$ cat config.mk
export PLATFORM = sky130hd
export DESIGN_NAME = lsu_mem_if
export DESIGN_NICKNAME = d
export VERILOG_FILES = /design/src/rtl/lsu_mem_if.sv
export SDC_FILE = /design/constraint.sdc
export NUM_CORES = 1
export LEC_CHECK = 0
export ABC_CLOCK_PERIOD_IN_PS = 2300
export CELL_PAD_IN_SITES_DETAIL_PLACEMENT = 1
export CELL_PAD_IN_SITES_GLOBAL_PLACEMENT = 2
export CORE_MARGIN = 5
export CORE_UTILIZATION = 26
export DETAILED_ROUTE_END_ITERATION = 6
export PLACE_DENSITY_LB_ADDON = 0.05
export SYNTH_ARGS = -nofsm -noshare
export SYNTH_HDL_FRONTEND = slang
export SYNTH_SLANG_ARGS = --single-unit
$ cat constraint.sdc
create_clock -name clk -period 2.3 [get_ports clk]
set_input_delay 0.46 -clock clk [delete_from_list [all_inputs] [get_ports clk]]
set_output_delay 0.46 -clock clk [all_outputs]
set_load 0.01 [all_outputs]
$ cat src/rtl/lsu_mem_if.sv
// Load/store initiator: one RV32 load/store per request, translated to a word/lane memory access.
// Optional build macro LSU_MISALIGN_TRAP_EN turns misaligned half/word accesses into error responses.
module lsu_mem_if #(
    parameter int DW = 32
) (
    input  logic          clk,
    input  logic          rst_n,
    input  logic          req_valid,
    output logic          req_ready,
    input  logic          req_we,
    input  logic [2:0]    req_funct3,
    input  logic [DW-1:0] req_addr,
    input  logic [DW-1:0] req_wdata,
    output logic          rsp_valid,
    input  logic          rsp_ready,
    output logic [DW-1:0] rsp_data,
    output logic          rsp_err,
    output logic          mem_ce,
    output logic          mem_we,
    output logic [DW-1:0] mem_addr,
    output logic [3:0]    mem_sel,
    output logic [DW-1:0] mem_wdata,
    input  logic [DW-1:0] mem_rdata
);

    // Handshake: a request transfers on a rising edge with req_valid && req_ready;
    // a response transfers on a rising edge with rsp_valid && rsp_ready.
    typedef enum logic [1:0] {
        ST_IDLE   = 2'd0,
        ST_ACCESS = 2'd1,
        ST_RESP   = 2'd2
    } state_e;

    state_e        state_q,     state_d;
    logic          req_ready_q, req_ready_d;
    logic          mem_ce_q,    mem_ce_d;
    logic          mem_we_q,    mem_we_d;
    logic [DW-1:0] mem_addr_q,  mem_addr_d;
    logic [3:0]    mem_sel_q,   mem_sel_d;
    logic [DW-1:0] mem_wdata_q, mem_wdata_d;
    logic [2:0]    f3_q,        f3_d;
    logic [1:0]    off_q,       off_d;
    logic          rsp_valid_q, rsp_valid_d;
    logic [DW-1:0] rsp_data_q,  rsp_data_d;
    logic          rsp_err_q,   rsp_err_d;

    logic [1:0]    req_size;
    logic [1:0]    req_off;
    logic          req_legal;
    logic          req_trap;
    logic [3:0]    req_sel;
    logic [DW-1:0] req_wrep;

    function automatic logic [DW-1:0] load_extract(input logic [2:0]    f3,
                                                   input logic [1:0]    off,
                                                   input logic [DW-1:0] rdata);
        logic [7:0]    b;
        logic [15:0]   h;
        logic [DW-1:0] r;
        case (off)
            2'd0:    b = rdata[7:0];
            2'd1:    b = rdata[15:8];
            2'd2:    b = rdata[23:16];
            default: b = rdata[31:24];
        endcase
        h = off[1] ? rdata[31:16] : rdata[15:0];
        case (f3)
            3'b000:  r = {{(DW-8){b[7]}}, b};
            3'b100:  r = {{(DW-8){1'b0}}, b};
            3'b001:  r = {{(DW-16){h[15]}}, h};
            3'b101:  r = {{(DW-16){1'b0}}, h};
            default: r = rdata;
        endcase
        return r;
    endfunction

    // Request decode, evaluated only on the accept edge.
    always_comb begin
        req_size = req_funct3[1:0];

        if (req_we) begin
            req_legal = (req_funct3 == 3'b000) || (req_funct3 == 3'b001) ||
                        (req_funct3 == 3'b010);
        end else begin
            req_legal = (req_funct3 != 3'b011) && (req_funct3 != 3'b110) &&
                        (req_funct3 != 3'b111);
        end

`ifdef LSU_MISALIGN_TRAP_EN
        req_trap = ((req_size == 2'd1) && req_addr[0]) ||
                   ((req_size == 2'd2) && (req_addr[1:0] != 2'b00));
`else
        req_trap = 1'b0;
`endif

        // Misaligned offsets fall back to the natural alignment of the size.
        case (req_size)
            2'd0:    req_off = req_addr[1:0];
            2'd1:    req_off = {req_addr[1], 1'b0};
            default: req_off = 2'b00;
        endcase

        case (req_size)
            2'd0:    req_sel = 4'b0001 << req_off;
            2'd1:    req_sel = req_off[1] ? 4'b1100 : 4'b0011;
            default: req_sel = 4'b1111;
        endcase

        case (req_size)
            2'd0:    req_wrep = {4{req_wdata[7:0]}};
            2'd1:    req_wrep = {2{req_wdata[15:0]}};
            default: req_wrep = req_wdata;
        endcase
    end

    always_comb begin
        state_d     = state_q;
        mem_ce_d    = mem_ce_q;
        mem_we_d    = mem_we_q;
        mem_addr_d  = mem_addr_q;
        mem_sel_d   = mem_sel_q;
        mem_wdata_d = mem_wdata_q;
        f3_d        = f3_q;
        off_d       = off_q;
        rsp_valid_d = rsp_valid_q;
        rsp_data_d  = rsp_data_q;
        rsp_err_d   = rsp_err_q;

        case (state_q)
            ST_IDLE: begin
                if (req_valid && req_ready_q) begin
                    f3_d  = req_funct3;
                    off_d = req_off;
                    if (!req_legal || req_trap) begin
                        state_d     = ST_RESP;
                        rsp_valid_d = 1'b1;
                        rsp_err_d   = 1'b1;
                        rsp_data_d  = '0;
                    end else begin
                        state_d     = ST_ACCESS;
                        mem_ce_d    = 1'b1;
                        mem_we_d    = req_we;
                        mem_addr_d  = {req_addr[DW-1:2], 2'b00};
                        mem_sel_d   = req_sel;
                        mem_wdata_d = req_we ? req_wrep : '0;
                    end
                end
            end
            ST_ACCESS: begin
                // The write commits in memory on this edge; loads sample rdata here.
                state_d     = ST_RESP;
                rsp_valid_d = 1'b1;
                rsp_err_d   = 1'b0;
                rsp_data_d  = mem_we_q ? '0 : load_extract(f3_q, off_q, mem_rdata);
                mem_ce_d    = 1'b0;
                mem_we_d    = 1'b0;
                mem_addr_d  = '0;
                mem_sel_d   = '0;
                mem_wdata_d = '0;
            end
            ST_RESP: begin
                if (rsp_ready) begin
                    state_d     = ST_IDLE;
                    rsp_valid_d = 1'b0;
                    rsp_data_d  = '0;
                    rsp_err_d   = 1'b0;
                end
            end
            default: begin
                state_d     = ST_IDLE;
                rsp_valid_d = 1'b0;
                rsp_data_d  = '0;
                rsp_err_d   = 1'b0;
                mem_ce_d    = 1'b0;
                mem_we_d    = 1'b0;
                mem_addr_d  = '0;
                mem_sel_d   = '0;
                mem_wdata_d = '0;
            end
        endcase

        req_ready_d = (state_d == ST_IDLE);
    end

    always_ff @(posedge clk or negedge rst_n) begin
        if (!rst_n) begin
            state_q     <= ST_IDLE;
            req_ready_q <= 1'b0;
            mem_ce_q    <= 1'b0;
            mem_we_q    <= 1'b0;
            mem_addr_q  <= '0;
            mem_sel_q   <= '0;
            mem_wdata_q <= '0;
            f3_q        <= '0;
            off_q       <= '0;
            rsp_valid_q <= 1'b0;
            rsp_data_q  <= '0;
            rsp_err_q   <= 1'b0;
        end else begin
            state_q     <= state_d;
            req_ready_q <= req_ready_d;
            mem_ce_q    <= mem_ce_d;
            mem_we_q    <= mem_we_d;
            mem_addr_q  <= mem_addr_d;
            mem_sel_q   <= mem_sel_d;
            mem_wdata_q <= mem_wdata_d;
            f3_q        <= f3_d;
            off_q       <= off_d;
            rsp_valid_q <= rsp_valid_d;
            rsp_data_q  <= rsp_data_d;
            rsp_err_q   <= rsp_err_d;
        end
    end

    assign req_ready = req_ready_q;
    assign rsp_valid = rsp_valid_q;
    assign rsp_data  = rsp_data_q;
    assign rsp_err   = rsp_err_q;
    assign mem_ce    = mem_ce_q;
    assign mem_we    = mem_we_q;
    assign mem_addr  = mem_addr_q;
    assign mem_sel   = mem_sel_q;
    assign mem_wdata = mem_wdata_q;

endmodule

==> impl_results.md, run 1 <==
* Worst Hold Slack at 177 ps
* N_diodes at 0
* Vias in the first global route at 4861
* DRT Wirelength at 17900 µm
* Post-Syn Area at 5010 µm²
* Fmax at between 500 and 600 MHz
* # nets final at between 700 and 800
* DR WL/cell at 19.2 µm
* Leakage at 3.38 nW
* Final Skew at roughly 11 ps
* EDFF count, synth at 0
* Final hold vios at 0
* DIE AREA at 22100 µm²
* Largest delay share family, worst path: multiplexers
* Ys flop type: dfrtp_1
* Yosys reg bits at 110
* Min cycle time layout at between 1500 and 2000 ps
* Yosys top cell by area: dfrtp_1
* First-pass GRT wire length at 27800 µm
* Worst EP arrival at between 2000 and 2500 ps
* Pwr dens at 1160 nW/µm²
* Synthesis-to-finish area growth at 54.7%
* Post-Synth Simple-Gate Area at 13.3%
* Sequential area share after synthesis at 55.0%
* Synth area leaders: dfrtp_1 (55%), a22o_1 (7.2%), nand2_1 (6.2%)
* Peak VDD IR at 343 µV
* CP Class: in -> reg
* Port buffer count at around 200
* Tcrit/Tclk final at between 80% and 90%
* Met3 Usage GRT at under 10%
* Total track usage at 16.0%
* Top Usage Layer GRT: met2
* Setup violators final at 0
* Die Y at 149 µm
* Max-cap viol count at 0
* Mux share of post-synthesis cell area at 7.10%
* Yosys cell types at between 40 and 50
* Critical path's slowest cell: mux4_2
* Crit end category: flop
* Async S/R FF share, synth at 100%
* I/O pin count at 209
* YS warnings at 0
* Post-DP HPWL at 13400 µm
* Critical Path Max Stage Delay at 540 ps
* Cts bufs inserted at 9
* Post-CTS setup repair buffer count at 0
* Met2 global-route usage at 27.1%
* Req. time, crit path at 2520 ps
* CTS resizes at 0
* Vias at between 4000 and 5000
* Site Rows at 50
* Synth Area in XOR/XNOR at 0%
* Setup TNS at 0 ps
* Initial detailed-routing violation count at 162
* Most frequent cells in the layout: clkdlybuf4s50_1 (205), dfrtp_1 (110), nand2_1 (83)
* Initial core utilization at a little over a quarter
* Post-synthesis compound-gate area fraction at between 20% and 30%
* Clk root buf: clkbuf_16
* Remaining DRCs at 0
* Final Max Tran Viols at 0
* Worst path buffer plus inverter count at 1
* RSZ-0062 raised after global routing: no
* Setup ws final at 371 ps
* Final RePlAce weighted congestion at slightly above 0.8
* Worst-margin pin slew at 640 ps
* Max H-tree Level at 3
* Deepest clock path buffer count at 2
* Post-Synthesis Cells at between 400 and 500
* Dpl ws at -3.99 ps
* Die Wd at 149 µm
* Main combinational cell family by area after synthesis: compound AO/OA/AOI/OAI gates
* Initial antenna violation count at 2
* Largest net degree at the start of global routing at 111
* Drt pass-1 iters at 4
* Slew margin rel. at 57.2%
* Syn_area_per_cell at 10.9 µm²
* CTS tree: built
* DRT antenna net count at 0
* Core box area at 18800 µm²
* Skew-Pair Late Insertion Delay at 360 ps
* Sink Count at 110
* Hold WC Path Type: in -> async
* Maximum fanout along the worst path at 16
* Clock transition at path regs at about 80 ps
* Top cell type's share of synthesized area at 55.0%
* Post-Synth Adder-Cell Area at 0%
* Grt ovf at 0
* Vias per cell at 4.71
* Worst R2R Setup Slack at 380 ps
* Filler cell count in the final layout at a little over 2000
* Status: completed
* Critical path startpoint category: primary input
* Crit path cell chain: clkdlybuf4s50_1 > mux4_2 > nor2b_4 > o211ai_4 > nand2_1
* Met1 Use GR at 20.0%
* Layout cells sized above 1 at 10.7%
* Commonest non-fill, non-tap cell in the layout: clkdlybuf4s50_1
* Post-CTS Hold Buffers at 0
## sequential cells by signal, summed over array words and instances, names as in the netlist
name and cells:
mem_we 1, mem_addr 30, state_q 2, rsp_err 1, rsp_data 32, mem_wdata 32
off_q 2, f3_q 3, mem_sel 4, req_ready 1, mem_ce 1, rsp_valid 1
## worst paths after layout
check | startpoint | end | cells after the start
worst max-delay path | mem_rdata[31] | rsp_data[25]$_DFFE_PN0P_ | 5
worst min-delay path | rst_n | rsp_data[25]$_DFFE_PN0P_ | 2
worst max register to register | off_q[1]$_DFFE_PN0P_ | rsp_data[25]$_DFFE_PN0P_ | 4
worst min register to register | rsp_data[9]$_DFFE_PN0P_ | rsp_data[9]$_DFFE_PN0P_ | 2
max in group asynchronous | rst_n | mem_we$_DFFE_PN0P_ | 2
min in group clk | rsp_data[9]$_DFFE_PN0P_ | rsp_data[9]$_DFFE_PN0P_ | 2
## per-layer routing
| metal | part of all wire [%] | up-vias |
|---|---|---|
| li1 | - | 2074 |
| met5 | 0.14 | - |
| met3 | 6.1 | 21 |
| met4 | 1.6 | 4 |
| met2 | 50 | 120 |
| met1 | 43 | 2184 |
## where the power goes
group	switching, mW	total [mW]	internal, mW
Sequential	0.520	3.25	2.73
Combinational	1.91	4.19	2.28
Clock	0.784	1.54	0.752
Total	3.21	8.98	5.77
## synth_stat cells (3+ instances only)
library cell and number:
a21oi_1 17, a22o_1 41, a22oi_1 16, a32o_1 4, buf_2 12, buf_4 3, buf_6 4, clkbuf_1 12
dfrtp_1 110, inv_1 3, mux2_2 10, mux2i_1 22, nand2_1 83, nand2b_1 3, nand3b_1 8, nor2_1 13
nor2_2 3, nor2b_1 7, nor3_1 3, o21ai_0 32, o21ai_2 9, o221ai_1 8, or3_1 7
## kinds of logic after synthesis
family / count (synthesis)
other cells: 1
mux: 33
buf+inv: 37
compound gates: 138
simple gates: 140
flops: 110
## through the flow
| stage | total power [mW] | instance area (µm²) | utilization (%) | cells |
|---|---|---|---|---|
| floorplan | 5.06 | 5010 | - | 460 |
| global placement | 7.47 | 7460 | 39.6 | 918 |
| detailed placement | 7.57 | 7460 | 39.6 | 918 |
| CTS | 9.17 | 7740 | 41.1 | 934 |
| global route | 9.57 | 7740 | 41.1 | 934 |
| finish | 8.98 | 7740 | 41.1 | 934 |
## layout make-up
cell class                 instances  area [µm²]  area share, %
tap                              260         325           4.20
timing repair buffer             231        2310           29.8
sequential                       110        2750           35.5
clock inverter                     7        56.3          0.727
inverter                           4        15.0          0.194
multi-input combinational        313        2060           26.6
clock buffer                       9         225           2.91
No activity file was read; power rests on OpenSTA's default activity.
==> inputs of run 2 (changes only) <==
Settings changed: ABC_CLOCK_PERIOD_IN_PS 2300 to 1750, CORE_UTILIZATION 26 to 23.
Clock period 2.3 ns to 1.75 ns, I/O delays scaled along.
==> run 2 against run 1 <==
Global-route usage shrank 1.3 points. Final cell count grew 4.2%. Critical path depth is the same. First-iteration DRC count is the same. Sequential share of layout area shrank 1.1 points. Critical endpoint is now rsp_data[29]$_DFFE_PN0P_. Combinational power grew 34%. Register-to-register slack lost 310 ps. Non-clock buffer count grew 19. Clock skew is essentially flat. Cell area grew 3.2%.
==> impl_results.md, run 2 (synthesized netlist as in run 1, its figures left out) <==
* Status: completed
* First-pass GRT wire length at 28200 µm (+1.5%)
* Vias at 4458 (+1.2%)
* DRT antenna net count at 0 (unchanged)
* Layout cells sized above 1 at 13.4% (+2.7 points)
* Initial core utilization at 23.2% (-3.4 points)
* Clock transition at path regs at 90 ps (about the same)
* Leakage at 3.50 nW (+3.3%)
* Clk pwr share at 17.2% (about the same)
* Most frequent cells in the layout: clkdlybuf4s50_1 (204), dfrtp_1 (108), nand2_1 (83)
* DIE AREA at 24800 µm² (+12%)
* DR WL/cell at 19.2 µm (about the same)
* Final RePlAce weighted congestion at 0.778 (-3.9%)
* Reg2reg path depth at 5 (+1)
* Req. time, crit path at 1990 ps (-530 ps)
* Synthesis-to-finish area growth at 59.6%
* Die Y at 158 µm (+5.9%)
* Switching power total at 4.27 mW (+33%)
* Tcrit/Tclk final at 96.0%
* Crit end category: flop
* Slew margin rel. at 66.5% (+9.4 points)
* Final hold vios at 0 (unchanged)
* Drt pass-1 iters at 4 (unchanged)
* Pwr dens at 1500 nW/µm² (+29%)
* Core box area at 21600 µm² (+15%)
* Total power at 12.0 mW (+33%)
* Final Skew at 11.8 ps (+0.500 ps)
* Sink Count at 110 (unchanged)
* Worst EP arrival at 1920 ps (-230 ps)
* Largest net degree at the start of global routing at 43 (-61%)
* Initial antenna violation count at 0 (-2)
* Power Internal at 7.70 mW (+33%)
* Maximum fanout along the worst path at 16 (unchanged)
* Skew-Pair Late Insertion Delay at 360 ps (about the same)
* Initial detailed-routing violation count at 162 (unchanged)
* Uppermost layer routed: met4
* Met3 wire length at 1370 µm (+26%)
* Total track usage at 14.7% (-1.3 points)
* Worst R2R Start: off_q[1]$_DFFE_PN0P_
* Fmax at between 500 and 600 MHz
* # nets final at 792 (+2.5%)
* Critical path startpoint category: flop
* Die Wd at 158 µm (+5.9%)
* Max-cap viol count at 0 (unchanged)
* Port buffer count at 206 (unchanged)
* Peak VDD IR at 514 µV (+50%)
* CTS tree: built
* Combinational fraction of design power at 46.8% (about the same)
* Min cycle time layout at 1680 ps
* CP startpoint: off_q[1]$_DFFE_PN0P_
* CP Class: reg -> reg
* Hold WC Path Type: in -> async
* Sw Share at 35.7% (-0.037 points)
* Post-CTS setup repair buffer count at 0 (unchanged)
* DRT Wirelength at 18700 µm (+4.1%)
* Post-DP HPWL at 14400 µm (+8.0%)
* Met1 wire length at 7820 µm (+2.2%)
* Site Rows at 54 (+8.0%)
* Cts bufs inserted at 9 (unchanged)
* I/O pin count at 209 (unchanged)
* Seq pwr share at 36.1% (about the same)
* Clk root buf: clkbuf_16
* Vias per cell at 4.58 (-2.8%)
* DR WL met2 at 9220 µm (+3.9%)
* Remaining DRCs at 0 (unchanged)
* Grt ovf at 0 (unchanged)
* N_diodes at 0 (unchanged)
* Deepest clock path buffer count at 2 (unchanged)
* Vias in the first global route at 4913 (+1.1%)
* Setup violators final at 0 (unchanged)
* Final Core Density at 37.0% (-4.2 points)
* Max H-tree Level at 3 (unchanged)
* Commonest non-fill, non-tap cell in the layout: clkdlybuf4s50_1
* RSZ-0062 raised after global routing: no
* Final Max Tran Viols at 0 (unchanged)
* Worst-margin pin slew at 502 ps (-137 ps)
## run 2: cell types whose count changed in the layout (fill, tap and decap cells not counted), moves of 2 or more
cell / before / now
buf_4: 21 / 34
dfrtp_1: 110 / 108
buf_12: 5 / 10
clkinv_4: 0 / 2
dfrtp_2: 0 / 2
clkinv_2: 2 / 0
## run 2: per-stage QoR
stage | setup TNS, ps | area [µm²] | cells | hold WS (ps) | worst slack (ps)
detailed placement | -22870 | 7680 | 956 | 313 | -350
CTS | 0 | 7980 | 973 | 474 | 4.89
global route | 0 | 7990 | 973 | 505 | 0.364
global placement | -18810 | 7680 | 956 | 311 | -258
finish | 0 | 7990 | 973 | 472 | 69.5
floorplan | 0 | 5010 | 460 | 54.4 | 115
## run 2: power by group through the flow
stage	clock, mW	combinational (mW)	sequential [mW]
6_report	2.05	5.60	4.32
5_1_grt	2.25	6.04	4.47
4_1_cts	2.15	5.74	4.34
3_5_place_dp	0	5.73	4.37
3_3_place_gp	0	5.66	4.35
2_1_floorplan	0	1.96	4.69
## run 2: path summary, 6_finish.rpt
path                       slack, ps                       end
setup / recovery                  70  rsp_data[29]$_DFFE_PN0P_
hold / removal                   470  rsp_data[16]$_DFFE_PN0P_
setup reg to reg                  70  rsp_data[29]$_DFFE_PN0P_
hold reg to reg                  480   rsp_data[9]$_DFFE_PN0P_
max in group asynchronous        750  mem_addr[20]$_DFFE_PN0P_
min in group clk                 480   rsp_data[9]$_DFFE_PN0P_
## run 2: layer usage
layer	up-vias	GRT usage, %
met5	-	0
met4	0	4.14
met3	15	4.26
met2	135	24.4
met1	2200	18.7
li1	2108	-
## run 2: final cells by class
| cell class | instances | area, µm² |
|---|---|---|
| Clock buffer | 10 | 229 |
| Clock inverter | 6 | 53.8 |
| Fill cell | 2407 | 13600 |
| Inverter | 4 | 15.0 |
| Multi-Input combinational cell | 313 | 2070 |
| Sequential cell | 110 | 2760 |
| Tap cell | 280 | 350 |
| Timing Repair Buffer | 250 | 2520 |
## run 2: worst max-delay path, cell delays in order (launching register included)
cell      delay (ps)
dfrtp_2          420
mux4_2           570
nor2b_4          160
o211ai_4         200
buf_12           160
nand2_1           50
## run 2: what timing repair did
item / 4_1_cts / 5_1_grt
setup endpoints to repair: 1 / 48
hold buffers: 1 / 0
hold endpoints to repair: 23 / 0
pin swaps: 0 / 0
gates resized for setup: 1 / 5
